==> config.mk <==
export PLATFORM = sky130hd
export DESIGN_NAME = mm_host_bridge
export DESIGN_NICKNAME = d
export VERILOG_FILES = /design/src/rtl/mm_host_bridge.sv
export SDC_FILE = /design/constraint.sdc
export NUM_CORES = 1
export LEC_CHECK = 0
export ABC_AREA = 1
export CORE_ASPECT_RATIO = 0.8
export CORE_MARGIN = 3
export CORE_UTILIZATION = 30
export DETAILED_ROUTE_END_ITERATION = 10
export SYNTH_ARGS = -nofsm -noshare
export SYNTH_HDL_FRONTEND = slang
export SYNTH_SLANG_ARGS = --single-unit
==> constraint.sdc <==
create_clock -name clock_i -period 4.85 [get_ports clock_i]
set_clock_uncertainty 0.1 [all_clocks]
set_input_delay 0.485 -clock clock_i [delete_from_list [all_inputs] [get_ports clock_i]]
set_output_delay 0.485 -clock clock_i [all_outputs]
set_load 0.05 [all_outputs]
==> src/rtl/mm_host_bridge.sv <==
// -----------------------------------------------------------------------------
// mm_host_bridge
//
// Host-side counterpart of the Montgomery multiplier top level. It owns the
// second port of the shared bridge BRAM and sequences one multiplication:
//   1. Accept 3*s+1 operand words from the host (p_prime_0, then p, a, b, each
//      least significant word first) and write them into the BRAM.
//   2. Pulse mm_start_o for one cycle and leave the BRAM port idle until the
//      multiplier reports mm_done_i.
//   3. Read the s result words back and stream them to the host.
//
// Ports:
//   clock_i, reset_n_i       single clock, asynchronous active-low reset
//   in_valid_i/in_ready_o    operand word channel, in_data_i carries the word
//   out_valid_o/out_ready_i  result word channel, out_data_o carries the word
//   mm_start_o               one-cycle start pulse to the multiplier
//   mm_done_i                multiplier done pulse (honoured only in WAIT)
//   BRAM_*                   BRAM port B; 1-cycle read latency on BRAM_dout_i
//   busy_o                   high in every state except IDLE
//   done_o                   one-cycle pulse after the last result is accepted
//
// Every output is a flop; the FSM and all outputs live in one always_ff.
// -----------------------------------------------------------------------------
module mm_host_bridge #(
    parameter int unsigned WORD_WIDTH     = 17,
    parameter int unsigned s              = 8,
    parameter int unsigned P_PRIME_0_ADDR = 0,
    parameter int unsigned P_BASE         = 1,
    parameter int unsigned A_BASE         = s + 1,
    parameter int unsigned B_BASE         = 2 * s + 1,
    parameter int unsigned RES_BASE       = 0
) (
    input  logic                  clock_i,
    input  logic                  reset_n_i,
    // host operand channel
    input  logic                  in_valid_i,
    output logic                  in_ready_o,
    input  logic [WORD_WIDTH-1:0] in_data_i,
    // host result channel
    output logic                  out_valid_o,
    input  logic                  out_ready_i,
    output logic [WORD_WIDTH-1:0] out_data_o,
    // multiplier control
    output logic                  mm_start_o,
    input  logic                  mm_done_i,
    // BRAM port
    output logic [31:0]           BRAM_addr_o,
    output logic [WORD_WIDTH-1:0] BRAM_din_o,
    input  logic [WORD_WIDTH-1:0] BRAM_dout_i,
    output logic                  BRAM_en_o,
    output logic                  BRAM_we_o,
    // status
    output logic                  busy_o,
    output logic                  done_o
);

    localparam int unsigned ADDR_W = $clog2(4 * s);

    typedef enum logic [2:0] {
        StIdle,
        StLoad,
        StStart,
        StWait,
        StRdIssue,
        StRdCapt,
        StRdHold,
        StFin
    } state_t;

    state_t                  state_q;
    logic [ADDR_W-1:0]       cnt_q;
    logic [ADDR_W-1:0]       addr_q;
    logic [WORD_WIDTH-1:0]   din_q;
    logic                    en_q;
    logic                    we_q;
    logic                    in_ready_q;
    logic                    out_valid_q;
    logic [WORD_WIDTH-1:0]   out_data_q;
    logic                    mm_start_q;
    logic                    busy_q;
    logic                    done_q;

    logic [31:0]             cnt_ext;
    logic [ADDR_W-1:0]       load_addr;
    logic [ADDR_W-1:0]       load_last;
    logic [ADDR_W-1:0]       rd_last;
    logic                    in_fire;

    assign cnt_ext   = 32'(cnt_q);
    assign load_last = ADDR_W'(3 * s);
    assign rd_last   = ADDR_W'(s - 1);
    // Handshake qualified by the registered ready, which is what the host sees.
    assign in_fire   = in_valid_i && in_ready_q;

    // Operand word index -> BRAM address. The four regions are independent so
    // the bases may be relocated without touching the sequencing logic.
    always_comb begin
        load_addr = ADDR_W'(P_PRIME_0_ADDR);
        if (cnt_q == '0) begin
            load_addr = ADDR_W'(P_PRIME_0_ADDR);
        end else if (cnt_ext <= 32'(s)) begin
            load_addr = ADDR_W'(P_BASE + cnt_ext - 32'd1);
        end else if (cnt_ext <= 32'(2 * s)) begin
            load_addr = ADDR_W'(A_BASE + cnt_ext - 32'(s) - 32'd1);
        end else begin
            load_addr = ADDR_W'(B_BASE + cnt_ext - 32'(2 * s) - 32'd1);
        end
    end

    always_ff @(posedge clock_i or negedge reset_n_i) begin
        if (!reset_n_i) begin
            state_q     <= StIdle;
            cnt_q       <= '0;
            addr_q      <= '0;
            din_q       <= '0;
            en_q        <= 1'b0;
            we_q        <= 1'b0;
            in_ready_q  <= 1'b0;
            out_valid_q <= 1'b0;
            out_data_q  <= '0;
            mm_start_q  <= 1'b0;
            busy_q      <= 1'b0;
            done_q      <= 1'b0;
        end else begin
            // Pulses and the BRAM port default to inactive; states that need
            // them assert them for exactly the cycle that follows.
            mm_start_q <= 1'b0;
            done_q     <= 1'b0;
            en_q       <= 1'b0;
            we_q       <= 1'b0;

            unique case (state_q)
                StIdle, StLoad: begin
                    in_ready_q <= 1'b1;
                    if (in_fire) begin
                        en_q   <= 1'b1;
                        we_q   <= 1'b1;
                        din_q  <= in_data_i;
                        addr_q <= load_addr;
                        busy_q <= 1'b1;
                        if (cnt_q == load_last) begin
                            // Last operand word: close the channel at once so
                            // no further word can be consumed.
                            in_ready_q <= 1'b0;
                            cnt_q      <= '0;
                            state_q    <= StStart;
                        end else begin
                            cnt_q   <= cnt_q + 1'b1;
                            state_q <= StLoad;
                        end
                    end
                end

                StStart: begin
                    // The final write is on the port this cycle; start follows it.
                    mm_start_q <= 1'b1;
                    state_q    <= StWait;
                end

                StWait: begin
                    // Port stays idle here so the multiplier owns the BRAM.
                    if (mm_done_i) begin
                        cnt_q   <= '0;
                        en_q    <= 1'b1;
                        addr_q  <= ADDR_W'(RES_BASE);
                        state_q <= StRdIssue;
                    end
                end

                StRdIssue: begin
                    state_q <= StRdCapt;
                end

                StRdCapt: begin
                    // Read data is valid one cycle after the enabled read.
                    out_data_q  <= BRAM_dout_i;
                    out_valid_q <= 1'b1;
                    state_q     <= StRdHold;
                end

                StRdHold: begin
                    if (out_ready_i) begin
                        out_valid_q <= 1'b0;
                        if (cnt_q < rd_last) begin
                            cnt_q   <= cnt_q + 1'b1;
                            en_q    <= 1'b1;
                            addr_q  <= ADDR_W'(RES_BASE + cnt_ext + 32'd1);
                            state_q <= StRdIssue;
                        end else begin
                            cnt_q   <= '0;
                            done_q  <= 1'b1;
                            state_q <= StFin;
                        end
                    end
                end

                StFin: begin
                    busy_q     <= 1'b0;
                    in_ready_q <= 1'b1;
                    state_q    <= StIdle;
                end

                default: begin
                    state_q <= StIdle;
                end
            endcase
        end
    end

    assign in_ready_o  = in_ready_q;
    assign out_valid_o = out_valid_q;
    assign out_data_o  = out_data_q;
    assign mm_start_o  = mm_start_q;
    assign BRAM_addr_o = 32'(addr_q);
    assign BRAM_din_o  = din_q;
    assign BRAM_en_o   = en_q;
    assign BRAM_we_o   = we_q;
    assign busy_o      = busy_q;
    assign done_o      = done_q;

endmodule

### Word level (Yosys, flattened, before mapping)

Cells that the tools add are included.

* shift-type cells: 0
* multipliers: 0
* divide/modulo/power cells: 0
* add/sub/neg operators: 9
* reductions and logical operators: 13
* order comparisons: 3
* equality and inequality tests: 12
* bitwise logic cells: 0
* multiplexer cells: 36

Operator list (number)
* 5-bit two-way mux: 11
* 5-bit one-hot mux with 3 select lines: 2
* 3-bit one-hot mux with 7 select lines: 1
* 1-bit two-way mux: 13
* 3-bit equality test, second input constant: 4
* 5-bit by 1-bit adder with 5-bit output, second input constant: 2
* 5-bit by 2-bit subtractor with 5-bit output, second input constant: 2
* 3-bit two-way mux: 3
* 2-bit != test, second input constant: 4
* 3-bit by 2-bit equality test with 1-bit output, second input constant: 2
* 1-bit one-hot mux with 2 select lines: 3
* 2-bit AND reduction: 3
* 4-bit by 5-bit adder with 5-bit output, first input constant: 1
* 5-bit adder, first input constant: 1
* 5-bit equality test, second input constant: 1
* 5-bit by 4-bit <= comparator with 1-bit output, second input constant: 1
* 5-bit <= comparator, second input constant: 1
* 5-bit logical NOT: 1
* 5-bit by 3-bit less-than comparator with 1-bit output, second input constant: 1
* 5-bit AND reduction: 1
* 5-bit by 1-bit subtractor with 5-bit output, second input constant: 1
* 5-bit by 4-bit subtractor with 5-bit output, second input constant: 1
* 5-bit subtractor, second input constant: 1
* 2-bit two-way mux: 2
* 9 further kinds: 10

* bits of input ports: 39
* memory bits (read-only): 0
* memory bits (writable): 0
* bits in latches: 0
* logic and storage cells: 85
* bits in registers: 54
* output and inout port bits: 73
* memories kept: 0

### Longest topological paths before layout

* depth in word-level cells: 8
* gate-level depth with buffers: 11
* depth with buffers taken out: 11

### Worst setup path before layout

No wires, ideal clock.

* path type: reg2reg
* start: register cnt_q[0]
* end: register addr_q[3]
* buffers on the path: 0
* data arrival time: 1.425 ns
* stages on the path, launching flop included: 10
* required time: 4.677 ns
* library setup time: 0.073 ns
* slack: 3.252 ns
* clock period less this slack: 1.598 ns
* path through: dfrtp_1 -> inv_1 -> ha_1 -> nor2_1 -> inv_1 -> nor2_1 -> nand2_1 -> nand3_1 -> nand2_1 -> a21oi_2

* longest elaborated chain between the ends: 8
* elaborated cells between the ends (all ways): 21
* those cells by class: add/sub: 8; order compare: 3; eq/ne: 1; mux: 7; reduce/logical: 2

RTL lines
* start: declaration: RTL line 71 `logic [ADDR_W-1:0] cnt_q;`
* start signal: assignment: RTL line 148 `cnt_q <= cnt_q + 1'b1;`
* start signal: assignment: RTL line 185 `cnt_q <= cnt_q + 1'b1;`
* 5-bit adder or 4-bit by 5-bit adder with 5-bit output (tied branches): RTL line 106, 104
* 5-bit subtractor or 5-bit by 4-bit subtractor with 5-bit output (tied branches): RTL line 106, 104
* 5-bit by 2-bit subtractor with 5-bit output, on equally long branches: RTL line 106, 104
* 5-bit two-way mux: RTL line 103 `end else if (cnt_ext <= 32'(2 * s)) begin`
* 5-bit two-way mux: RTL line 101 `end else if (cnt_ext <= 32'(s)) begin`
* 5-bit two-way mux: RTL line 99 `if (cnt_q == '0) begin`
* 5-bit two-way mux: RTL line 135 `if (in_fire) begin`
* 5-bit one-hot mux with 3 select lines: RTL line 132 `unique case (state_q)`
* end signal: assignment: RTL line 139 `addr_q <= load_addr;`
* end signal: assignment: RTL line 165 `addr_q <= ADDR_W'(RES_BASE);`
* end signal: assignment: RTL line 187 `addr_q <= ADDR_W'(RES_BASE + cnt_ext + 32'd1);`
* end: declaration: RTL line 72 `logic [ADDR_W-1:0] addr_q;`

Several ways; a longest one is shown, not always the timed one. The select of a mux whose other input is x is not followed.
A chain may end at the register's enable or synchronous reset.

### Worst setup path in the final report

* start: register in_ready_q, in the netlist in_ready_o
* end: output port in_ready_o

RTL lines
* start: declaration: RTL line 76 `logic in_ready_q;`
* start signal: assignment: RTL line 118 `in_ready_q <= 1'b0;`
* start signal: assignment: RTL line 134 `in_ready_q <= 1'b1;`
* start signal: assignment: RTL line 144 `in_ready_q <= 1'b0;`
* end: declaration: RTL line 37 `output logic in_ready_o,`

No word-level cell between the ends.

==> results by group <==
Status
  • Outcome: complete, no violations

STA
  • Final hold vios: 0
  • Final Max Tran Viols: 0
  • Hold WS: 0.213 ns
  • Tcrit/Tclk final: 0.433
  • Final setup viols: 0
  • Worst slew margin: 0.537
  • RSZ-0062 raised after global routing: no
  • Slew of the pin with the lowest slew margin: 0.695 ns
  • Fmax: 476 MHz
  • TNS Setup: 0 ns
  • Post-route minimum period: 2.10 ns

Yosys
  • Post-synth EDFFs: 0
  • Yosys cell types: 31
  • Yosys reg bits: 54
  • Synth async-reset ratio: 1.00
  • Top_reg_cell synth: dfrtp_1
  • Synth area leader: dfrtp_1
  • Sequential cell area fraction in the yosys report: 0.477
  • Syn. warnings: 0
  • Yosys top cell area share: 0.477
  • Syn avg cell area: 8.17 um^2
  • Syn Inst Count: 347
  • Synthesized area: 2830 um^2
  • Synth top area cells: dfrtp_1 (48%), nand2_1 (21%), buf_4 (7.4%)

Clock tree
  • Max clock buf depth: 2
  • Setup bufs post-CTS: 0
  • CTS root buffer: clkbuf_16
  • CTS buffer count: 5
  • # hold bufs at CTS: 0
  • PostCTS Resize Cnt: 0
  • H-tree level count: 2
  • CTS tree: built
  • Num Clock Sinks: 54
  • CTS clk-pin slew, worst paths: 0.07 ns
  • Clock latency on the worst-skew pair: 0.28 ns

Cells and area
  • Area grow syn2layout: 34.5%
  • Layout cell share with drive strength beyond 1: 0.0909
  • Ant. Diodes: 0
  • Final core occ: 0.418
  • Final #Nets: 471

Critical path
  • RR Startpoint: state_q[2]$_DFFE_PN0P_
  • Critical Path, Cell by Cell: clkdlybuf4s50_1
  • Worst EP required: 4.26 ns
  • Startpoint types: flop
  • Max Fanout on Critical Path: 4
  • Crit end category: output port
  • Worst Path Buf+Inv: 1
  • Critical Path AT: 1.52 ns
  • Crit Path Class: flop to output port
  • CP delay by family, top: buffers and inverters
  • Critical Path Source: in_ready_o$_DFFE_PN0P_
  • Slowest stage cell, crit path: clkdlybuf4s50_1
  • Number of cells on the critical path: 1
  • Number of cells on the worst reg-to-reg path: 6
  • CP max stage delay: 0.82 ns

Global routing
  • Largest net degree at the start of global routing: 55
  • First-pass GRT wire length: 10.8 mm
  • Vias in the first global route: 2279
  • Total GRT Usage: 0.124
  • Initial antenna violation count: 0
  • Global route overflow: 0

Route
  • DRT Pass-1 Iters: 4
  • DRC violations left: 0
  • Wire per inst: 11.6 um
  • Vias: 2334
  • Post-route antenna net violation count: 0
  • 1st-iter DRT viols: 150
  • Drt total wl: 6.33 mm
  • Via-to-Cell Ratio: 4.29

Floorplan
  • DIE HEIGHT: 92.9 um
  • Die Area: 10700 um^2
  • IO Pins: 112
  • Die W: 115 um
  • Total core area: 9110 um^2
  • Cell row count: 31
  • Starting Density: 0.311

Power
  • Leakage: 1.87 nW
  • Power consumption: 3.05 mW
  • Pwr Density: 801 nW/um^2
  • Worst vdd ir: 0.000423 V

Run
  • Total of max-cap violations: 0

Worst hold path
  • Hold crit path type: primary input to async pin

Placement
  • PortBufs: 84
  • Post-detail-place hpwl: 4.72 mm
  • GPL Wtd Cong: 0.866
==> Yosys cell counts (4+ instances only) <==
cell type    n
buf_2        4
o21ai_0      7
buf_4       28
nor2_4       4
nand3_1      6
nand2_1    158
nand2_2      4
dfrtp_1     54
nor2_2       5
nor2_1      21
inv_1       15
o21ai_1      5
buf_6        4
==> final timing paths <==
kind | end | slack (ns)
hold / removal | addr_q[3]$_DFFE_PN0P_ | 0.21
hold reg to reg | out_data_o[10]$_DFFE_PN0P_ | 0.37
setup reg to reg | state_q[1]$_DFFE_PN0P_ | 2.87
max in group asynchronous | BRAM_din_o[5]$_DFFE_PN0P_ | 3.95
min in group clock_i | out_data_o[10]$_DFFE_PN0P_ | 0.37
setup / recovery | in_ready_o | 2.75
==> report_power, final <==
part | internal, mW | switching (mW)
registers | 0.658 | 0.175
logic | 0.574 | 1.24
clock network | 0.255 | 0.151
==> metal layers <==
metal  up-vias  track usage  share of wire
met5         -            0              0
met4         0       0.0237         0.0054
met3         4       0.0372          0.082
met2        80        0.186           0.43
met1      1078        0.177           0.48
li1       1172            -              -
==> sequential cells by signal, indices dropped and copies added (netlist names) <==
name and cells:
BRAM_din_o 17, BRAM_en_o 1, BRAM_we_o 1, addr_q 5, busy_o 1, cnt_q 5, done_o 1, in_ready_o 1
mm_start_o 1, out_data_o 17, out_valid_o 1, state_q 3
==> cell families (layout without fill, tap and decap cells) <==
kind of cell / after synthesis / count (layout) / synth area share
flops: 54 / 54 / 0.477
simple gates: 209 / 209 / 0.325
other cells: 1 / 27 / 0.00132
compound gates: 24 / 24 / 0.0574
buf+inv: 56 / 112 / 0.126
fa+ha+maj: 3 / 3 / 0.0132
==> per-stage QoR <==
stage          instance area (um^2)  setup WS, ns  instances
2_1_floorplan                  2930          3.25        373
3_3_place_gp                   3640          2.78        537
3_5_place_dp                   3640          2.74        537
4_1_cts                        3810          2.73        544
5_1_grt                        3810          2.70        544
6_report                       3810          2.75        544
==> final cells by class <==
class                      count  area [um^2]
clock buffer                   6          139
clock inverter                 1         30.0
fill                         916         5300
inverter                      20         82.6
multi-input combinational    263         1220
sequential                    54         1350
tap                          115          144
timing repair buffer          85          843
==> cells in the final DEF, fill, tap and decap left out, types with 2 or more instances in the layout <==
master	count
nand2_1	158
clkdlybuf4s50_1	83
dfrtp_1	54
conb_1	27
nor2_1	21
inv_1	15
o21ai_0	7
nand3_1	6
nor2_2	5
o21ai_1	5
clkbuf_16	5
nor2_4	4
nand2_2	4
inv_4	3
nand4_1	3
a21oi_1	3
a21oi_2	3
ha_1	3
nand3_2	2
inv_2	2
nor2_8	2
nor3_1	2
==> worst reg2reg max path, cell delays in order, from the launching register on <==
cell and delay, ns:
dfrtp_1 0.70, nand2_1 0.18, nor2_4 0.37, inv_2 0.25, nand2_1 0.13, nor2_1 0.05, a21boi_1 0.13
(Power assumes the default switching activity.)
